**src/rtl/mem_access_unit_if.sv**
```systemverilog
// Data-memory bus between mem_access_unit (master) and the data memory (slave).
// Handshake: the master holds dmem_req and all request fields stable until the cycle
// where dmem_ack is high; an ack while dmem_req is low carries no meaning and is dropped.
interface mem_access_unit_if;
   logic        dmem_req;
   logic        dmem_we;
   logic [31:0] dmem_addr;
   logic [31:0] dmem_wdata;
   logic [3:0]  dmem_be;
   logic        dmem_ack;
   logic [31:0] dmem_rdata;

   modport master (
      output dmem_req, dmem_we, dmem_addr, dmem_wdata, dmem_be,
      input  dmem_ack, dmem_rdata
   );

   modport slave (
      input  dmem_req, dmem_we, dmem_addr, dmem_wdata, dmem_be,
      output dmem_ack, dmem_rdata
   );
endinterface

```
**src/rtl/mem_access_unit.sv**
```systemverilog
// MEM pipeline stage: issues loads/stores on the data bus, stalls until ack or timeout.
// Optional macro MISALIGN_CHECK_EN rejects misaligned half/word accesses with a misalign pulse.
module mem_access_unit #(
   parameter int MAX_WAIT = 16
) (
   input  logic        clk,
   input  logic        rst,
   input  logic        valid_in,
   input  logic        mem_read,
   input  logic        mem_write,
   input  logic [1:0]  size,
   input  logic        sign_ext,
   input  logic [31:0] addr,
   input  logic [31:0] wdata,
   input  logic [31:0] alu_result,
   input  logic [4:0]  rd_in,
   mem_access_unit_if.master dmem,
   output logic        stall,
   output logic [31:0] wb_mem_data,
   output logic [31:0] wb_alu_data,
   output logic [4:0]  wb_rd,
   output logic        wb_valid,
   output logic        bus_err,
   output logic        misalign,
   output logic [1:0]  o_dbg_state
);

   typedef enum logic [1:0] {S_IDLE = 2'd0, S_WAIT = 2'd1, S_DONE = 2'd2} state_t;

   localparam logic [7:0] WAIT_LAST = 8'(MAX_WAIT - 1);

   state_t      r_state, w_next_state, w_eff_state;
   logic [7:0]  r_wait_cnt;
   logic        r_req, r_we, r_bus_err, r_is_load, r_sext;
   logic [31:0] r_addr, r_wdata, r_cap, r_hold_alu;
   logic [3:0]  r_be;
   logic [4:0]  r_hold_rd;
   logic [1:0]  r_lane, r_size;

   logic        w_mem_op, w_misalign, w_accept, w_ack_hit, w_timeout;
   logic [3:0]  w_st_be;
   logic [31:0] w_st_wdata, w_load_fmt;
   logic [7:0]  w_ld_byte;
   logic [15:0] w_ld_half;

   assign w_mem_op = valid_in & (mem_read | mem_write);

`ifdef MISALIGN_CHECK_EN
   assign w_misalign = w_mem_op & (((size == 2'b01) & addr[0]) | (size[1] & (addr[1:0] != 2'b00)));
`else
   assign w_misalign = 1'b0;
`endif

   assign w_accept  = (r_state == S_IDLE) & w_mem_op & ~w_misalign;
   assign w_ack_hit = (r_state == S_WAIT) & dmem.dmem_ack;
   assign w_timeout = (r_state == S_WAIT) & ~dmem.dmem_ack & (r_wait_cnt == WAIT_LAST);

   // Store lane steering; a load always requests the full word.
   always_comb begin
      w_st_be    = 4'hF;
      w_st_wdata = wdata;
      if (mem_write) begin
         case (size)
            2'b00: begin
               w_st_be    = 4'b0001 << addr[1:0];
               w_st_wdata = {4{wdata[7:0]}};
            end
            2'b01: begin
               w_st_be    = addr[1] ? 4'b1100 : 4'b0011;
               w_st_wdata = {2{wdata[15:0]}};
            end
            default: ;
         endcase
      end
   end

   assign w_ld_byte = dmem.dmem_rdata[{r_lane, 3'b000} +: 8];
   assign w_ld_half = dmem.dmem_rdata[{r_lane[1], 4'b0000} +: 16];

   always_comb begin
      case (r_size)
         2'b00:   w_load_fmt = r_sext ? {{24{w_ld_byte[7]}}, w_ld_byte} : {24'd0, w_ld_byte};
         2'b01:   w_load_fmt = r_sext ? {{16{w_ld_half[15]}}, w_ld_half} : {16'd0, w_ld_half};
         default: w_load_fmt = dmem.dmem_rdata;
      endcase
   end

   always_ff @(posedge clk) begin
      if (rst) r_state <= S_IDLE;
      else     r_state <= w_next_state;
   end

   always_comb begin
      w_next_state = r_state;
      case (r_state)
         S_IDLE:  if (w_accept) w_next_state = S_WAIT;
         S_WAIT:  if (w_ack_hit || w_timeout) w_next_state = S_DONE;
         S_DONE:  w_next_state = S_IDLE;
         default: w_next_state = S_IDLE;
      endcase
   end

   always_ff @(posedge clk) begin
      if (rst) begin
         r_wait_cnt <= 8'd0;
         r_req      <= 1'b0;
         r_we       <= 1'b0;
         r_addr     <= 32'd0;
         r_wdata    <= 32'd0;
         r_be       <= 4'd0;
         r_cap      <= 32'd0;
         r_hold_alu <= 32'd0;
         r_hold_rd  <= 5'd0;
         r_lane     <= 2'd0;
         r_size     <= 2'd0;
         r_sext     <= 1'b0;
         r_is_load  <= 1'b0;
         r_bus_err  <= 1'b0;
      end else begin
         r_bus_err <= w_timeout;
         if (w_accept) begin
            r_req      <= 1'b1;
            r_we       <= mem_write;
            r_addr     <= {addr[31:2], 2'b00};
            r_wdata    <= w_st_wdata;
            r_be       <= w_st_be;
            r_hold_alu <= alu_result;
            r_hold_rd  <= rd_in;
            r_lane     <= addr[1:0];
            r_size     <= size;
            r_sext     <= sign_ext;
            r_is_load  <= ~mem_write;
            r_wait_cnt <= 8'd0;
         end else if (w_ack_hit) begin
            r_req <= 1'b0;
            r_cap <= r_is_load ? w_load_fmt : 32'd0;
         end else if (w_timeout) begin
            r_req <= 1'b0;
            r_cap <= 32'd0;
         end else if (r_state == S_WAIT) begin
            r_wait_cnt <= r_wait_cnt + 8'd1;
         end
      end
   end

   // While rst is high the handshake outputs behave as if the FSM were already idle.
   assign w_eff_state = rst ? S_IDLE : r_state;

   always_comb begin
      stall       = 1'b0;
      wb_valid    = 1'b0;
      wb_mem_data = 32'd0;
      wb_alu_data = alu_result;
      wb_rd       = rd_in;
      case (w_eff_state)
         S_IDLE: begin
            stall    = w_mem_op & ~w_misalign;
            wb_valid = valid_in & ~(mem_read | mem_write);
         end
         S_WAIT: begin
            stall       = 1'b1;
            wb_alu_data = r_hold_alu;
            wb_rd       = r_hold_rd;
         end
         S_DONE: begin
            wb_valid    = 1'b1;
            wb_mem_data = r_cap;
            wb_alu_data = r_hold_alu;
            wb_rd       = r_hold_rd;
         end
         default: ;
      endcase
   end

   assign misalign        = w_misalign & ~rst & (r_state == S_IDLE);
   assign bus_err         = r_bus_err;
   assign o_dbg_state     = r_state;
   assign dmem.dmem_req   = r_req;
   assign dmem.dmem_we    = r_we;
   assign dmem.dmem_addr  = r_addr;
   assign dmem.dmem_wdata = r_wdata;
   assign dmem.dmem_be    = r_be;

endmodule

```
**src/flat_wrapper.sv**
```systemverilog
// flat-port wrapper written by rule: the top's interface ports become plain ports
module mem_access_unit_flat 
#(
   parameter int MAX_WAIT = 16
)
  (clk, rst, valid_in, mem_read, mem_write, size, sign_ext, addr, wdata, alu_result, rd_in, stall, wb_mem_data, wb_alu_data, wb_rd, wb_valid, bus_err, misalign, o_dbg_state, dmem_dmem_req, dmem_dmem_we, dmem_dmem_addr, dmem_dmem_wdata, dmem_dmem_be, dmem_dmem_ack, dmem_dmem_rdata);
  mem_access_unit_if dmem_i ();
  input  logic clk;
  input  logic rst;
  input  logic valid_in;
  input  logic mem_read;
  input  logic mem_write;
  input  logic [1:0] size;
  input  logic sign_ext;
  input  logic [31:0] addr;
  input  logic [31:0] wdata;
  input  logic [31:0] alu_result;
  input  logic [4:0] rd_in;
  output logic stall;
  output logic [31:0] wb_mem_data;
  output logic [31:0] wb_alu_data;
  output logic [4:0] wb_rd;
  output logic wb_valid;
  output logic bus_err;
  output logic misalign;
  output logic [1:0] o_dbg_state;
  output wire logic [$bits(dmem_i.dmem_req)-1:0] dmem_dmem_req;
  output wire logic [$bits(dmem_i.dmem_we)-1:0] dmem_dmem_we;
  output wire logic [$bits(dmem_i.dmem_addr)-1:0] dmem_dmem_addr;
  output wire logic [$bits(dmem_i.dmem_wdata)-1:0] dmem_dmem_wdata;
  output wire logic [$bits(dmem_i.dmem_be)-1:0] dmem_dmem_be;
  input wire logic [$bits(dmem_i.dmem_ack)-1:0] dmem_dmem_ack;
  input wire logic [$bits(dmem_i.dmem_rdata)-1:0] dmem_dmem_rdata;
  assign dmem_dmem_req = dmem_i.dmem_req;
  assign dmem_dmem_we = dmem_i.dmem_we;
  assign dmem_dmem_addr = dmem_i.dmem_addr;
  assign dmem_dmem_wdata = dmem_i.dmem_wdata;
  assign dmem_dmem_be = dmem_i.dmem_be;
  assign dmem_i.dmem_ack = dmem_dmem_ack;
  assign dmem_i.dmem_rdata = dmem_dmem_rdata;
  mem_access_unit #(.MAX_WAIT(MAX_WAIT)) u_core (.clk(clk), .rst(rst), .valid_in(valid_in), .mem_read(mem_read), .mem_write(mem_write), .size(size), .sign_ext(sign_ext), .addr(addr), .wdata(wdata), .alu_result(alu_result), .rd_in(rd_in), .dmem(dmem_i), .stall(stall), .wb_mem_data(wb_mem_data), .wb_alu_data(wb_alu_data), .wb_rd(wb_rd), .wb_valid(wb_valid), .bus_err(bus_err), .misalign(misalign), .o_dbg_state(o_dbg_state));
endmodule
```
**config.mk**
```make
export PLATFORM = sky130hd
export DESIGN_NAME = mem_access_unit_flat
export DESIGN_NICKNAME = d
export VERILOG_FILES = /design/src/rtl/mem_access_unit_if.sv /design/src/rtl/mem_access_unit.sv /design/src/flat_wrapper.sv
export SDC_FILE = /design/constraint.sdc
export NUM_CORES = 1
export LEC_CHECK = 0
export ABC_CLOCK_PERIOD_IN_PS = 3200
export CAP_MARGIN = 10
export CORE_MARGIN = 3
export CORE_UTILIZATION = 30
export CTS_CLUSTER_DIAMETER = 40
export DETAILED_ROUTE_END_ITERATION = 8
export PLACE_DENSITY = 0.58
export SLEW_MARGIN = 40
export SYNTH_ARGS = -nofsm -noshare
export SYNTH_HDL_FRONTEND = slang
export SYNTH_SLANG_ARGS = --single-unit
```
**constraint.sdc**
```tcl
create_clock -name clk -period 3.2 [get_ports clk]
set_input_delay 0.64 -clock clk [delete_from_list [all_inputs] [get_ports clk]]
set_output_delay 0.64 -clock clk [all_outputs]
set_load 0.01 [all_outputs]
```
==> results.md <==
- Residual DRC: 0
- Unrepaired setup endpoints after global routing: false
- Required @ worst endpoint: 2560 ps
- Hold WS: 449 ps
- H-tree levels: 4
- Syn Inst Count: 814
- Vias: 6,605
- Final min period: 3020 ps
- Syn_area_per_cell: 8.46 um2
- M1 WL: 11.0 mm
- Hold-fix buffers, CTS: 0
- Gpl congestion: 0.777
- Die area: 24,800 um2
- Met2 WL: 10.6 mm
- Fmax: 332 MHz
- Fill cell count: 2,133
- R2R cell count: 6
- Reg-to-reg critical path endpoint: u_core.dmem.dmem_wdata[20]$_SDFFE_PP0P_
- HPWL after detailed placement: 16.8 mm
- Actual slew at the worst max-slew pin: 724 ps
- Yosys warnings: 0
- Tcrit/Tclk final: 94.2%
- Max clock buf depth: 2
- R2R setup slack: 1210 ps
- Post-synth cell types: 49
- EDFF count, synth: 0
- CTS Root Cell: clkbuf_16
- Top Metal Used: met4
- Most frequent cells in the layout: 282 x clkdlybuf4s50_1, 203 x nand2_1, 152 x dfxtp_1, 107 x a21oi_1, 39 x mux2_2
- Initial antenna violation count: 0
- Ant. Diodes: 0
- Port bufs: 283
- DRT iter0 DRCs: 271
- Final setup viols: 0
- Skew-Pair Late Insertion Delay: 420 ps
- Final nets: 1,213
- Post-DR vias/cell: 4.86
- Core ar.: 22,200 um2
- Crit path capture type: primary output
- Final hold violation count: 0
- First-pass DRT Iterations: 4
- CP Max Fanout: 28
- Overall routing resource usage: 18.2%
- Final Util: 47.8%
- Slew Limit Fails: 0
- Grt ovf: 0
- Die H: 158 um
- Crit path arrival time: 2380 ps
- HP Class: flip-flop to flip-flop
- Clk_skew: 10.7 ps
- Most common cell after layout, fill and taps aside: clkdlybuf4s50_1
- Starting Density: 31.1%
- I/O pin total: 287
- Slowest CP cell: clkdlybuf4s50_1
- Area delta synth->final: 53.9%
- Post-synth top flop: dfxtp_1
- Worst path cell trace: buf_4, nand2b_1, ha_2, buf_12, mux2_2, clkdlybuf4s50_1
- Clock Sinks: 154
- Mapped Area: 6890 um2
- Clk pin slew, worst setup/hold paths: 70 ps
- Max-cap violations: 0
- Ys async rst share: 0%
- Total CTS buffers: 17
- Die Span X: 158 um
- Status: finished, final reports clean
- Largest net degree at the start of global routing: 60
- Final wirelength: 23.3 mm
- Reg2reg start: u_core.o_dbg_state[1]$_SDFFE_PP0P_
- Layout cell share with drive strength beyond 1: 9.44%
- Wire per inst: 17.1 um
- CTS tree: yes
- Setup TNS: 0 ps
- Peak supply drop: 0.000296 V
- Crit Path Class: input port to primary output
- Sequential area share after synthesis: 44.8%
- Slowest cell delay on critical path: 490 ps
- Total power: 5.14 mW
- Pwr Density: 485 nW/um2
- CP startpoint: rst
- Rows: 54
- Crit path to: wb_rd[0]
- Slew headroom: 51.6%
- WL met3: 1.41 mm
- Number of synthesized register bits: 154
- Vias in the first global route: 6,329
- Leakage: 3.85 nW
- Crit path launch type: input port
- Post-route ant nets: 0
- First-pass GRT wire length: 35.7 mm
==> cell type report <==
type	instances	area (um2)	area share, %
clock buffer	20	437	4.12
clock inverter	12	188	1.77
inverter	5	18.8	0.177
multi-input combinational	589	3510	33.2
sequential	154	3090	29.1
tap	280	350	3.30
timing repair buffer	300	3010	28.4
==> worst max-delay path: cells and delay by family <==
kind / cells / cell delay, ps
buffers and inverters: 3 / 810
adders and majority gates: 1 / 380
muxes: 1 / 350
and+or+nand+nor: 1 / 180
==> worst min path at each step <==
| stage | start | end | slack, ps | cells after the start |
|---|---|---|---|---|
| 2_1_floorplan | u_core.r_cap[0]$_SDFFE_PP0P_ | u_core.r_cap[0]$_SDFFE_PP0P_ | 420 | 1 |
| 3_3_place_gp | u_core.dmem.dmem_wdata[28]$_SDFFE_PP0P_ | u_core.dmem.dmem_wdata[28]$_SDFFE_PP0P_ | 440 | 2 |
| 3_5_place_dp | u_core.dmem.dmem_wdata[15]$_SDFFE_PP0P_ | u_core.dmem.dmem_wdata[15]$_SDFFE_PP0P_ | 440 | 2 |
| 4_1_cts | u_core.dmem.dmem_wdata[15]$_SDFFE_PP0P_ | u_core.dmem.dmem_wdata[15]$_SDFFE_PP0P_ | 450 | 2 |
| 5_1_grt | u_core.dmem.dmem_wdata[10]$_SDFFE_PP0P_ | u_core.dmem.dmem_wdata[10]$_SDFFE_PP0P_ | 470 | 2 |
| 6_report | u_core.dmem.dmem_wdata[15]$_SDFFE_PP0P_ | u_core.dmem.dmem_wdata[15]$_SDFFE_PP0P_ | 450 | 2 |
==> kinds of logic (layout without fill, tap and decap cells) <==
family                   Yosys count  after routing  share of synthesized area [%]
AND/OR/NAND/NOR                  315            315                           20.5
AO/OA/AOI/OAI                    194            194                           17.9
flip-flops                       154            154                           44.8
buffers and inverters             73            337                           4.65
multiplexers                      69             69                           10.9
adder cells (fa/ha/maj)            4              4                          0.727
XOR/XNOR                           4              4                          0.509
other                              1              3                         0.0544
==> metrics by stage <==
stage	instance area [um2]	std cells	setup slack [ps]
global placement	9970	1328	223
global route	10600	1360	95.8
floorplan	6900	816	243
CTS	10600	1360	43.4
detailed placement	9970	1328	185
finish	10600	1360	184
==> what timing repair did <==
item                       in CTS  in global routing
resized for setup               0                  1
setup buffers                   0                  0
setup endpoints to repair       0                 18
==> per-layer routing <==
| metal | track usage, % | up-vias |
|---|---|---|
| li1 | - | 3310 |
| met1 | 25.0 | 3071 |
| met2 | 28.7 | 208 |
| met3 | 4.48 | 16 |
| met4 | 4.55 | 0 |
| met5 | 0 | - |
==> power by group <==
part           switching [mW]  internal (mW)  leakage, nW
sequential             0.0606           2.01         1.26
combinational           0.412          0.486         2.31
clock                   0.845           1.32        0.290
total                    1.32           3.82         3.85
==> sequential cells by signal, indices dropped and copies added (netlist names) <==
signal                  flops
u_core.r_hold_alu          32
u_core.o_dbg_state          2
u_core.dmem.dmem_we         1
u_core.dmem.dmem_req        1
u_core.dmem.dmem_wdata     32
u_core.r_hold_rd            5
u_core.r_cap               32
u_core.r_is_load            1
u_core.dmem.dmem_be         4
u_core.bus_err              1
u_core.r_lane               2
u_core.r_wait_cnt           8
u_core.r_sext               1
u_core.dmem.dmem_addr      30
u_core.r_size               2
==> cell usage after synthesis, drive strengths merged (2+ instances only) <==
| cell | number | area, um2 |
|---|---|---|
| a31oi | 3 | 25.0 |
| nand2b | 15 | 101 |
| a32o | 7 | 70.1 |
| nand2 | 203 | 762 |
| a21oi | 108 | 544 |
| buf | 30 | 159 |
| a211oi | 9 | 67.6 |
| nor4 | 2 | 12.5 |
| nor2b | 6 | 37.5 |
| nor3 | 6 | 41.3 |
| xnor2 | 2 | 17.5 |
| a311oi | 2 | 17.5 |
| o21ai | 20 | 100 |
| or3 | 7 | 43.8 |
| and3 | 3 | 18.8 |
| nand3 | 4 | 20.0 |
| a221o | 16 | 160 |
| dfxtp | 154 | 3080 |
| o2bb2ai | 8 | 70.1 |
| xor2 | 2 | 17.5 |
| clkbuf | 38 | 143 |
| o211ai | 16 | 120 |
| ha | 4 | 50.1 |
| inv | 5 | 18.8 |
| nor2 | 29 | 109 |
| mux2 | 39 | 439 |
| mux2i | 29 | 290 |
| and2 | 33 | 206 |
Note: power is estimated with default switching activity, not from simulation.
